$ cat src/rtl/d_fifo_out_arbiter_if.sv
// Bundle of signals between the D0/D1 destination FIFOs, the drain arbiter and
// the output stage.
//   master : arbiter side. Takes in the FIFO flags/data and pause_out. Drives the
//            read strobes and the serialized word stream.
//   slave  : environment side (FIFOs plus output stage), mirror of master.
interface d_fifo_out_arbiter_if #(
  parameter int unsigned data_width = 6
) ();

  logic                  empty_D0;
  logic                  almost_empty_D0;
  logic [data_width-1:0] data_in_D0;
  logic                  empty_D1;
  logic                  almost_empty_D1;
  logic [data_width-1:0] data_in_D1;
  logic                  pause_out;
  logic                  rd_enable_D0;
  logic                  rd_enable_D1;
  logic [data_width-1:0] data_out;
  logic                  valid_out;
  logic                  sel_out;
  logic                  busy_out;

  modport master (
    input  empty_D0, almost_empty_D0, data_in_D0,
    input  empty_D1, almost_empty_D1, data_in_D1,
    input  pause_out,
    output rd_enable_D0, rd_enable_D1,
    output data_out, valid_out, sel_out, busy_out
  );

  modport slave (
    output empty_D0, almost_empty_D0, data_in_D0,
    output empty_D1, almost_empty_D1, data_in_D1,
    output pause_out,
    input  rd_enable_D0, rd_enable_D1,
    input  data_out, valid_out, sel_out, busy_out
  );

endinterface

$ cat src/rtl/d_fifo_out_arbiter.sv
// Drain stage behind the D0/D1 destination FIFOs. Round-robin arbitration with a
// bounded burst per grant. It issues read strobes and realigns the FIFOs'
// registered read data into one word stream tagged with valid and source.
// Ports:
//   clk   : rising-edge clock, shared with the FIFOs
//   reset : synchronous, active-high
//   bus   : d_fifo_out_arbiter_if.master
//           in  : empty/almost_empty/data_in for D0 and D1, pause_out
//           out : rd_enable_D0/D1 (combinational), data_out/valid_out/sel_out
//                 (registered), busy_out
module d_fifo_out_arbiter #(
  parameter int unsigned data_width  = 6,
  parameter int unsigned max_burst   = 4,
  parameter int unsigned burst_width = 2
) (
  input logic                  clk,
  input logic                  reset,
  d_fifo_out_arbiter_if.master bus
);

  typedef enum logic [1:0] {StIdle, StServeD0, StServeD1} state_e;

  state_e                 state_q, state_d;
  logic [burst_width-1:0] burst_cnt_q, burst_cnt_d;
  logic                   last_served_q, last_served_d;
  // Tag of the read issued last cycle; its data is on data_in_Dx this cycle.
  logic                   pend_valid_q, pend_valid_d;
  logic                   pend_sel_q, pend_sel_d;
  logic [data_width-1:0]  data_out_q, data_out_d;
  logic                   valid_out_q, valid_out_d;
  logic                   sel_out_q, sel_out_d;

  logic   rd0, rd1;
  logic   cur_sel, cur_rd, cur_empty, cur_ae, oth_empty, cnt_last;
  state_e oth_state;

  // Gated by reset so no word leaves a FIFO that is being cleared.
  assign rd0 = (state_q == StServeD0) & ~bus.empty_D0 & ~bus.pause_out & ~reset;
  assign rd1 = (state_q == StServeD1) & ~bus.empty_D1 & ~bus.pause_out & ~reset;

  // View of the currently granted FIFO and of the other one.
  assign cur_sel   = (state_q == StServeD1);
  assign cur_rd    = cur_sel ? rd1 : rd0;
  assign cur_empty = cur_sel ? bus.empty_D1 : bus.empty_D0;
  assign cur_ae    = cur_sel ? bus.almost_empty_D1 : bus.almost_empty_D0;
  assign oth_empty = cur_sel ? bus.empty_D0 : bus.empty_D1;
  assign oth_state = cur_sel ? StServeD0 : StServeD1;
  assign cnt_last  = (burst_cnt_q == burst_width'(max_burst - 1));

  always_comb begin
    state_d       = state_q;
    burst_cnt_d   = burst_cnt_q;
    last_served_d = last_served_q;
    case (state_q)
      StIdle: begin
        burst_cnt_d = '0;
        if (!bus.pause_out) begin
          if (!bus.empty_D0 && !bus.empty_D1) begin
            state_d = last_served_q ? StServeD0 : StServeD1;
          end else if (!bus.empty_D0) begin
            state_d = StServeD0;
          end else if (!bus.empty_D1) begin
            state_d = StServeD1;
          end
        end
      end
      StServeD0, StServeD1: begin
        if (cur_rd) begin
          last_served_d = cur_sel;
          if (!oth_empty && (cnt_last || cur_ae)) begin
            state_d     = oth_state;
            burst_cnt_d = '0;
          end else if (cur_ae) begin
            state_d     = StIdle;
            burst_cnt_d = '0;
          end else if (cnt_last) begin
            // Other side idle: start a fresh burst on the same FIFO.
            burst_cnt_d = '0;
          end else begin
            burst_cnt_d = burst_cnt_q + burst_width'(1);
          end
        end else if (cur_empty) begin
          state_d     = oth_empty ? StIdle : oth_state;
          burst_cnt_d = '0;
        end
        // Paused with data waiting: hold state and burst count.
      end
      default: begin
        state_d     = StIdle;
        burst_cnt_d = '0;
      end
    endcase
  end

  always_comb begin
    pend_valid_d = rd0 | rd1;
    pend_sel_d   = rd1;
    valid_out_d  = pend_valid_q;
    data_out_d   = '0;
    sel_out_d    = sel_out_q;
    if (pend_valid_q) begin
      data_out_d = pend_sel_q ? bus.data_in_D1 : bus.data_in_D0;
      sel_out_d  = pend_sel_q;
    end
  end

  always_ff @(posedge clk) begin
    if (reset) begin
      state_q       <= StIdle;
      burst_cnt_q   <= '0;
      last_served_q <= 1'b1;
      pend_valid_q  <= 1'b0;
      pend_sel_q    <= 1'b0;
      data_out_q    <= '0;
      valid_out_q   <= 1'b0;
      sel_out_q     <= 1'b0;
    end else begin
      state_q       <= state_d;
      burst_cnt_q   <= burst_cnt_d;
      last_served_q <= last_served_d;
      pend_valid_q  <= pend_valid_d;
      pend_sel_q    <= pend_sel_d;
      data_out_q    <= data_out_d;
      valid_out_q   <= valid_out_d;
      sel_out_q     <= sel_out_d;
    end
  end

  assign bus.rd_enable_D0 = rd0;
  assign bus.rd_enable_D1 = rd1;
  assign bus.data_out     = data_out_q;
  assign bus.valid_out    = valid_out_q;
  assign bus.sel_out      = sel_out_q;
  assign bus.busy_out     = (state_q != StIdle) | pend_valid_q;

endmodule

$ cat src/flat_wrapper.sv
// flat-port wrapper written by rule: the top's interface ports become plain ports
module d_fifo_out_arbiter_flat 
#(
  parameter int unsigned data_width  = 6,
  parameter int unsigned max_burst   = 4,
  parameter int unsigned burst_width = 2
)
  (clk, reset, bus_empty_D0, bus_almost_empty_D0, bus_data_in_D0, bus_empty_D1, bus_almost_empty_D1, bus_data_in_D1, bus_pause_out, bus_rd_enable_D0, bus_rd_enable_D1, bus_data_out, bus_valid_out, bus_sel_out, bus_busy_out);
  d_fifo_out_arbiter_if #(.data_width(data_width)) bus_i ();
  input logic clk;
  input logic reset;
  input wire logic [$bits(bus_i.empty_D0)-1:0] bus_empty_D0;
  input wire logic [$bits(bus_i.almost_empty_D0)-1:0] bus_almost_empty_D0;
  input wire logic [$bits(bus_i.data_in_D0)-1:0] bus_data_in_D0;
  input wire logic [$bits(bus_i.empty_D1)-1:0] bus_empty_D1;
  input wire logic [$bits(bus_i.almost_empty_D1)-1:0] bus_almost_empty_D1;
  input wire logic [$bits(bus_i.data_in_D1)-1:0] bus_data_in_D1;
  input wire logic [$bits(bus_i.pause_out)-1:0] bus_pause_out;
  output wire logic [$bits(bus_i.rd_enable_D0)-1:0] bus_rd_enable_D0;
  output wire logic [$bits(bus_i.rd_enable_D1)-1:0] bus_rd_enable_D1;
  output wire logic [$bits(bus_i.data_out)-1:0] bus_data_out;
  output wire logic [$bits(bus_i.valid_out)-1:0] bus_valid_out;
  output wire logic [$bits(bus_i.sel_out)-1:0] bus_sel_out;
  output wire logic [$bits(bus_i.busy_out)-1:0] bus_busy_out;
  assign bus_i.empty_D0 = bus_empty_D0;
  assign bus_i.almost_empty_D0 = bus_almost_empty_D0;
  assign bus_i.data_in_D0 = bus_data_in_D0;
  assign bus_i.empty_D1 = bus_empty_D1;
  assign bus_i.almost_empty_D1 = bus_almost_empty_D1;
  assign bus_i.data_in_D1 = bus_data_in_D1;
  assign bus_i.pause_out = bus_pause_out;
  assign bus_rd_enable_D0 = bus_i.rd_enable_D0;
  assign bus_rd_enable_D1 = bus_i.rd_enable_D1;
  assign bus_data_out = bus_i.data_out;
  assign bus_valid_out = bus_i.valid_out;
  assign bus_sel_out = bus_i.sel_out;
  assign bus_busy_out = bus_i.busy_out;
  d_fifo_out_arbiter #(.data_width(data_width), .max_burst(max_burst), .burst_width(burst_width)) u_core (.clk(clk), .reset(reset), .bus(bus_i));
endmodule
$ cat config.mk
export PLATFORM = sky130hd
export DESIGN_NAME = d_fifo_out_arbiter_flat
export DESIGN_NICKNAME = d
export VERILOG_FILES = /design/src/rtl/d_fifo_out_arbiter_if.sv /design/src/rtl/d_fifo_out_arbiter.sv /design/src/flat_wrapper.sv
export SDC_FILE = /design/constraint.sdc
export NUM_CORES = 1
export LEC_CHECK = 0
export BUFFER_PORTS_ARGS = -buffer_cell sky130_fd_sc_hd__buf_2
export CAP_MARGIN = 20
export CORE_ASPECT_RATIO = 1.4
export CORE_MARGIN = 1.5
export CORE_UTILIZATION = 40
export DETAILED_ROUTE_END_ITERATION = 10
export PLACE_DENSITY = 0.64
export SYNTH_ARGS = -nofsm -noshare
export SYNTH_HDL_FRONTEND = slang
export SYNTH_SLANG_ARGS = --single-unit
$ cat constraint.sdc
create_clock -name clk -period 2.5 [get_ports clk]
set_input_delay 0.625 -clock clk [delete_from_list [all_inputs] [get_ports clk]]
set_output_delay 0.625 -clock clk [all_outputs]
set_load 0.05 [all_outputs]
==> results.cfg, run 1 <==
[status]
outcome = finished, final reports clean

[global_route]
use_met3 = 0.0386
grt_pass1_vias = 665
grt_pass1_wl_microns = 2860
grt_util_met2 = 0.259
grt_overflow = 0
grt_util_met1 = 0.186
track_usage = 0.155
grt_start_max_net_pins = 10
grt_busiest_layer = met2
grt_antenna_before_repair = 0

[drt]
vias_per_cell = 5.01
firstDrtPassIters = 4
drc_errors = 0
drt_iter0_markers = 17
vias = 697
drt_wl_total_microns = 1630
antenna_left = 0
wl_per_cell_microns = 11.7

[yosys]
ys_seq_area_frac = 0.361
yosysWarnings = 0
synth_fa_ha_area_frac = 0.0904
synth_mux_area_frac = 0.146
synth_simple_gate_area_frac = 0.208
synth_top_family_by_area = simple AND/OR/NAND/NOR gates
synthXorXnorAreaFrac = 0
syn-instance-count = 86
synth_fp_nets = 111
ys_ff_latch = 15
ys_types = 30
synth_area_sq_um = 831
synth-compound-area-share = 0.133
syn_area_per_cell_sq_um = 9.66

[layout]
finish.utilization = 0.525
fill_cells = 181
drive_gt1_frac = 0.347
area_growth_pct = 23.2
final_nets = 144
multi_input_area_sq_um = 479
regArea_sq_um = 300
final_cells = 139
antennaDiodeCount = 0

[min_path]
worstHoldStart = u_core.bus.sel_out
hold_path_class = register to register
whs_endpoint = u_core.bus.sel_out
hold_depth = 2

[floorplan]
die_x_microns = 41.5
die_y_microns = 56.9
die-area_sq_mm = 0.00236
io_pins = 30
row_count = 19
start_util = 0.426
coreArea_sq_mm = 0.00195

[cts]
ctsHoldBuffers = 0
cts_root_buf = clkbuf_4
cts_buffer_depth = 2
h-tree-depth = 1
numCtsBuffers = 3
clock_sinks = 15
tritoncts = done
cts_setup_buffers = 0
cts_resized = 0
clk_latency_ps = 280
clk_pin_slew_ps = 100

[timing]
tightest_slew_ps = 563
tns_ps = 0
setup_violations = 0
rsz0062_at_grt = no
hold_viol = 0
period_needed_ps = 2290
finalCritPeriodShare = 0.915
max_freq_mhz = 437
maxSlewViolCount = 0
max-slew-margin-rel = 0.623
fin_skew_ps = 12.5

[critical_path]
cp-start-kind = register
critPathMaxFanout = 5
regToRegEndpoint = u_core.state_q[1]
required_ps = 1880
path_cells = inv_1, ha_1, or4b_4, clkinv_4, buf_2
r2r_slack_ps = 530
reg2reg_depth = 7
crit_path_end_kind = output port
rr_startpoint = u_core.state_q[0]
path_buf_inv = 3
crit_type = register to output port
cp_data_arrival_time_ps = 1660
crit_path_max_incr_delay_ps = 490
crit_family = simple AND/OR/NAND/NOR gates
cp_slowest_cell = or4b_4

[power_and_ir_drop]
peakVddDrop_uv = 405
p_leak_nw = 0.487
power_density_mw_per_mm2 = 759

[place]
hpwlAfterDp_microns = 1300
io_buffers = 29
place.gp.congestion = 0.847
dpl.cell_count = 135

[run]
drv_cap = 0
[routing by layer]
metal | vias to the layer above | part of all wire
met5 | - | 0
met4 | 0 | 0.0080
met3 | 2 | 0.077
met2 | 31 | 0.49
met1 | 304 | 0.43
li1 | 360 | -
[state kept, by name, summed over array words and instances (netlist names)]
signal and count:
u_core.bus.valid_out 1, u_core.bus.sel_out 1, u_core.pend_valid_q 1, u_core.burst_cnt_q 2
u_core.bus.data_out 6, u_core.pend_sel_q 1, u_core.last_served_q 1, u_core.state_q 2
[logic make-up after synthesis]
family                     Yosys count
and+or+nand+nor                     30
AOI/OAI and AO/OA                   13
buffers and inverters               10
DFF                                 15
muxes                               12
adders and majority gates            6
[cells in the mapped netlist]
master / n / area (sq um)
dfxtp_1: 15 / 300
nor2_1: 13 / 48.8
mux2i_1: 11 / 110
ha_1: 6 / 75.1
inv_1: 6 / 22.5
nand2b_1: 5 / 31.3
nand2_1: 4 / 15.0
a21oi_1: 3 / 15.0
o21bai_1: 2 / 15.0
a211oi_1: 1 / 7.51
a21oi_2: 1 / 8.76
a22o_1: 1 / 8.76
a22oi_1: 1 / 7.51
a32oi_2: 1 / 16.3
and2_1: 1 / 6.26
buf_2: 1 / 5.00
buf_6: 1 / 11.3
clkbuf_1: 1 / 3.75
clkinv_4: 1 / 8.76
mux2_2: 1 / 11.3
nand3_1: 1 / 5.00
nor3_1: 1 / 5.00
nor3b_1: 1 / 7.51
nor4b_1: 1 / 8.76
nor4b_4: 1 / 23.8
o22ai_1: 1 / 6.26
o32ai_2: 1 / 16.3
o41ai_1: 1 / 8.76
or2b_1: 1 / 7.51
or4b_4: 1 / 13.8
[where the power goes]
| group | total [mW] | switching [mW] | internal [mW] |
|---|---|---|---|
| Clock | 0.139 | 0.0773 | 0.0618 |
| Sequential | 0.283 | 0.0215 | 0.261 |
| Combinational | 0.354 | 0.218 | 0.136 |
| Total | 0.776 | 0.317 | 0.459 |
[worst max-delay path by stage]
stage                                  from                end  cells past startpoint  slack (ps)
after floorplan                       reset  u_core.state_q[0]                      6         170
after global placement         bus_empty_D0   bus_rd_enable_D0                      4         240
after detailed placement       bus_empty_D0   bus_rd_enable_D0                      4         230
after CTS                 u_core.state_q[1]   bus_rd_enable_D0                      5         190
after global routing      u_core.state_q[1]   bus_rd_enable_D0                      5         100
final                     u_core.state_q[1]   bus_rd_enable_D0                      5         210
[tightest hold or removal path, stage by stage (launching register included)]
cell	delay (ps)
dfxtp_1	330
mux2i_1	60
nor2_1	70
[area by class of cell]
| class | count | share of cell area |
|---|---|---|
| multi-input cells | 61 | 0.468 |
| flip-flops and latches | 15 | 0.293 |
| repair buffers | 31 | 0.156 |
| inverters | 7 | 0.0306 |
| clock buffers | 4 | 0.0257 |
| well taps | 21 | 0.0257 |
[metrics by stage]
step                      worst slack, ps  instance area, sq um  total power [mW]  hold slack (ps)
after floorplan                       166                   831             0.567              482
after global placement                240                   997             0.643              477
after detailed placement              229                   997             0.644              480
after CTS                             193                  1020             0.783              501
after global routing                 99.8                  1020             0.839              556
final                                 212                  1020             0.776              495
[cell usage in the layout, fill, tap and decap left out, drive strengths merged]
master / n
o22ai: 1
or4b: 1
o21bai: 2
nand2b: 5
dfxtp: 15
a211oi: 1
nor3b: 1
o41ai: 1
or2b: 1
nand2: 4
mux2i: 11
o32ai: 1
nor2: 13
clkbuf: 4
clkinv: 1
a21oi: 4
a22oi: 1
nor3: 1
and2: 1
mux2: 1
a22o: 1
buf: 31
nor4b: 2
inv: 6
nand3: 1
a32oi: 1
ha: 6
Note: power is estimated with default switching activity, not from simulation.
==> inputs of run 2 (changes only) <==
--- a/config.mk
+++ b/config.mk
@@ -7,11 +7,14 @@
 export LEC_CHECK = 0
 export BUFFER_PORTS_ARGS = -buffer_cell sky130_fd_sc_hd__buf_2
 export CAP_MARGIN = 20
+export CELL_PAD_IN_SITES_DETAIL_PLACEMENT = 0
+export CELL_PAD_IN_SITES_GLOBAL_PLACEMENT = 2
 export CORE_ASPECT_RATIO = 1.4
 export CORE_MARGIN = 1.5
-export CORE_UTILIZATION = 40
+export CORE_UTILIZATION = 28
+export CTS_CLUSTER_SIZE = 30
 export DETAILED_ROUTE_END_ITERATION = 10
-export PLACE_DENSITY = 0.64
+export PLACE_DENSITY = 0.74
 export SYNTH_ARGS = -nofsm -noshare
 export SYNTH_HDL_FRONTEND = slang
 export SYNTH_SLANG_ARGS = --single-unit
==> results.cfg, run 2 (synthesized netlist as in run 1, its figures left out) <==
[status]
outcome = finished, final reports clean

[layout]
final_cell_mix = buf_2, dfxtp_1, nor2_1
drive_gt1_frac = 0.347
fin_area_sq_mm = 0.00106
finish.utilization = 0.373
regArea_sq_um = 300
antennaDiodeCount = 0
largest_reg_flops = 6
area_growth_pct = 27.9
final_nets = 144
fill_cells = 289
multi_input_area_sq_um = 479
mostFrequentLayoutCell = buf_2

[power_and_ir_drop]
pwr-share-clk = 0.228
pwr-share-seq = 0.337
combPwrFrac = 0.435
p_leak_nw = 0.494
swShare = 0.394
totalPowerFinal_uw = 846
p_int_uw = 513
netSwitchingPower_uw = 333
power_density_mw_per_mm2 = 796
peakVddDrop_uv = 369

[place]
hpwlAfterDp_microns = 1460
place.gp.congestion = 0.787
place_area_sq_mm = 0.00102
io_buffers = 29

[min_path]
hold_path_class = register to register
whs_endpoint = u_core.bus.sel_out
worstHoldStart = u_core.bus.sel_out
hold_depth = 2

[timing]
maxSlewViolCount = 0
max_freq_mhz = 431
tightest_slew_ps = 490
rsz0062_at_grt = no
tns_ps = 0
max-slew-margin-rel = 0.671
finalCritPeriodShare = 0.928
setup_violations = 0
fin_skew_ps = 3.23
hold_viol = 0
period_needed_ps = 2320

[critical_path]
cp-start-kind = register
crit_type = register to output port
regToRegEndpoint = u_core.state_q[0]
crit_path_end_kind = output port
r2r_slack_ps = 580
rr_startpoint = u_core.state_q[0]
critPathMaxFanout = 5
reg2reg_depth = 7
crit_path_max_incr_delay_ps = 500
required_ps = 1880
cp_slowest_cell = or4b_4
cp_data_arrival_time_ps = 1700
path_cells = inv_1, ha_1, or4b_4, clkinv_4, buf_2

[cts]
numCtsBuffers = 3
clk_latency_ps = 240
cts_setup_buffers = 0
tritoncts = done
h-tree-depth = 1
cts_buffer_depth = 2
clock_sinks = 15
cts_resized = 0
clk_pin_slew_ps = 60
cts_root_buf = clkbuf_8
ctsHoldBuffers = 0

[floorplan]
die-area_sq_mm = 0.00331
die_y_microns = 67.5
die_x_microns = 49.0
start_util = 0.292
coreArea_sq_mm = 0.00285
io_pins = 30
row_count = 23

[global_route]
grt_antenna_before_repair = 0
grt_pass1_vias = 710
grt_start_max_net_pins = 10
track_usage = 0.124
grt_pass1_wl_microns = 3100
grt_overflow = 0

[drt]
antenna_left = 0
wl_per_cell_microns = 11.7
vias_per_cell = 4.50
firstDrtPassIters = 4
drc_errors = 0
vias = 697
drt_iter0_markers = 15
drt_wl_total_microns = 1810

[run]
drv_cap = 0
## run 2: layer usage
| metal | up-vias | global-route usage | routed length (microns) | part of all wire |
|---|---|---|---|---|
| li1 | 361 | - | - | - |
| met1 | 307 | 0.141 | 796 | 0.44 |
| met2 | 27 | 0.221 | 886 | 0.49 |
| met3 | 2 | 0.0155 | 110 | 0.061 |
| met4 | 0 | 0.0786 | 17 | 0.0094 |
| met5 | - | 0 | 0 | 0 |
## run 2: worst max-delay path: cells and delay by family, from the launching register on
| family | cells | cell delay [ps] |
|---|---|---|
| DFF | 1 | 360 |
| buffers and inverters | 3 | 430 |
| adders and majority gates | 1 | 170 |
| and+or+nand+nor | 1 | 500 |
## run 2: area by class of cell
class / instances / share of cell area
tap: 37 / 0.0436
multi-input combinational: 61 / 0.451
timing repair buffer: 31 / 0.151
sequential: 15 / 0.283
inverter: 7 / 0.0294
clock buffer: 4 / 0.0424
## run 2: power by group through the flow
stage	sequential, mW	clock [mW]	combinational (mW)
detailed placement	0.290	0	0.370
global placement	0.290	0	0.372
CTS	0.285	0.201	0.371
finish	0.285	0.193	0.368
global route	0.290	0.210	0.405
floorplan	0.294	0	0.272
## run 2: how the worst max path moves through the flow
stage / cells past startpoint / to / slack, ps / from
after global routing: 5 / bus_rd_enable_D0 / 80 / u_core.state_q[1]
after global placement: 4 / bus_rd_enable_D0 / 230 / bus_empty_D0
after detailed placement: 4 / bus_rd_enable_D0 / 230 / bus_empty_D0
after CTS: 5 / bus_rd_enable_D0 / 160 / u_core.state_q[1]
after floorplan: 6 / u_core.state_q[0] / 170 / reset
final: 5 / bus_rd_enable_D0 / 180 / u_core.state_q[1]
## run 2: metrics by stage
| stage | instances | worst slack, ps | hold WS (ps) |
|---|---|---|---|
| after floorplan | 86 | 166 | 482 |
| after global placement | 151 | 226 | 484 |
| after detailed placement | 151 | 227 | 487 |
| final | 155 | 180 | 491 |
| after global routing | 155 | 83.1 | 546 |
| after CTS | 155 | 165 | 502 |
==> inputs of run 3 (changes only) <==
--- a/config.mk
+++ b/config.mk
@@ -14,6 +14,7 @@
 export CORE_UTILIZATION = 28
 export CTS_CLUSTER_SIZE = 30
 export DETAILED_ROUTE_END_ITERATION = 10
+export HOLD_SLACK_MARGIN = 0.05
 export PLACE_DENSITY = 0.74
 export SYNTH_ARGS = -nofsm -noshare
 export SYNTH_HDL_FRONTEND = slang
==> constraint.sdc (replaced) <==
create_clock -name clk -period 2.3 [get_ports clk]
set_input_delay 0.575 -clock clk [delete_from_list [all_inputs] [get_ports clk]]
set_output_delay 0.575 -clock clk [all_outputs]
set_load 0.05 [all_outputs]
==> results.cfg, run 3 (synthesized netlist as in run 1, its figures left out) <==
[status]
outcome = finished, final reports clean

[drt]
drt_wl_total_microns = 1840
vias = 712
drc_errors = 0
wl_per_cell_microns = 11.9
firstDrtPassIters = 4
vias_per_cell = 4.59
drt_iter0_markers = 7
antenna_left = 0

[layout]
finish.utilization = 0.374
antennaDiodeCount = 0
largest_reg_flops = 6
mostFrequentLayoutCell = buf_2
final_nets = 144
fill_cells = 299
final_cell_mix = buf_2, dfxtp_1, nor2_1
fin_area_sq_mm = 0.00107
drive_gt1_frac = 0.356
final_cells = 155
area_growth_pct = 28.3

[floorplan]
row_count = 23
start_util = 0.292
coreArea_sq_mm = 0.00285
die_x_microns = 49.0
die-area_sq_mm = 0.00331
io_pins = 30
die_y_microns = 67.5

[power_and_ir_drop]
p_leak_nw = 0.497
totalPowerFinal_uw = 919
peakVddDrop_uv = 616
power_density_mw_per_mm2 = 862

[critical_path]
required_ps = 1730
crit_path_end_kind = output port
path_cells = inv_1, ha_1, or4b_4, clkinv_4, buf_4
r2r_slack_ps = 340
crit_path_max_incr_delay_ps = 490
cp_data_arrival_time_ps = 1610
reg2reg_depth = 7
regToRegEndpoint = u_core.state_q[0]
crit_path_start = u_core.state_q[1]
crit_type = register to output port
cp-start-kind = register
rr_startpoint = u_core.state_q[0]
cp_slowest_cell = or4b_4
critPathMaxFanout = 5

[timing]
tightest_slew_ps = 542
setup_ws_ps = 114
whs_ps = 491
max-slew-margin-rel = 0.636
finalCritPeriodShare = 0.950
hold_viol = 0
period_needed_ps = 2190
rsz0062_at_grt = no
fin_skew_ps = 2.59
tns_ps = 0
max_freq_mhz = 457
maxSlewViolCount = 0
setup_violations = 0

[cts]
clock_sinks = 15
numCtsBuffers = 3
cts_root_buf = clkbuf_8
clk_latency_ps = 240
h-tree-depth = 1
cts_setup_buffers = 0
tritoncts = done
clk_pin_slew_ps = 60
ctsHoldBuffers = 0
cts_buffer_depth = 2

[min_path]
whs_endpoint = u_core.bus.sel_out
hold_depth = 2
hold_path_class = register to register
worstHoldStart = u_core.bus.sel_out

[global_route]
grt_pass1_vias = 589
grt_pass1_wl_microns = 2900
grt_start_max_net_pins = 10
grt_antenna_before_repair = 0
track_usage = 0.119
grt_overflow = 0

[place]
dpl.cell_count = 151
place_area_sq_mm = 0.00102
hpwlAfterDp_microns = 1480
place.gp.congestion = 0.830
pre_cts_slack_ps = 125
io_buffers = 29

[run]
drv_cap = 0
[run 3: cell count changes in the layout (fill, tap and decap cells not counted)]
| cell | previous run | this run |
|---|---|---|
| buf_2 | 29 | 28 |
| buf_4 | 2 | 3 |
| clkbuf_1 | 1 | 0 |
| clkinv_2 | 0 | 1 |
[run 3: how the worst max path moves through the flow]
| stage | to | slack (ps) | depth (start not counted) |
|---|---|---|---|
| finish | bus_rd_enable_D0 | 110 | 5 |
| detailed placement | bus_rd_enable_D0 | 120 | 4 |
| global route | bus_rd_enable_D0 | 20 | 5 |
| CTS | bus_rd_enable_D0 | 30 | 5 |
| floorplan | u_core.state_q[0] | 20 | 6 |
| global placement | bus_rd_enable_D0 | 130 | 4 |
[run 3: timing repair]
| action | in CTS | in global routing |
|---|---|---|
| endpoints found under the hold margin | 0 | 0 |
| endpoints found under the setup margin | 0 | 1 |
| resized for setup | 0 | 2 |
[run 3: per-layer routing]
metal	global-route usage	share of wire	vias to the layer above
met5	0	0	-
met4	0.0750	0.020	0
met3	0.0155	0.055	4
met2	0.199	0.49	30
met1	0.145	0.44	312
li1	-	-	366
[run 3: power by group]
part | switching, mW | internal (mW)
logic | 0.247 | 0.150
registers | 0.0255 | 0.284
clock network | 0.0926 | 0.120
total | 0.365 | 0.554
[run 3: layout make-up]
type,instances,area (sq um),area share
Multi-Input combinational cell,61,479,0.450
Sequential cell,15,300,0.282
Timing Repair Buffer,31,163,0.153
Tap cell,37,46.3,0.0434
Clock buffer,3,41.3,0.0387
Inverter,7,31.3,0.0293
Clock inverter,1,5.00,0.00469
[run 3: worst max-delay path, delay by kind of cell, from the launching register on]
family / cells / cell delay (ps)
simple gates: 1 / 490
flops: 1 / 360
buf+inv: 3 / 360
fa+ha+maj: 1 / 150
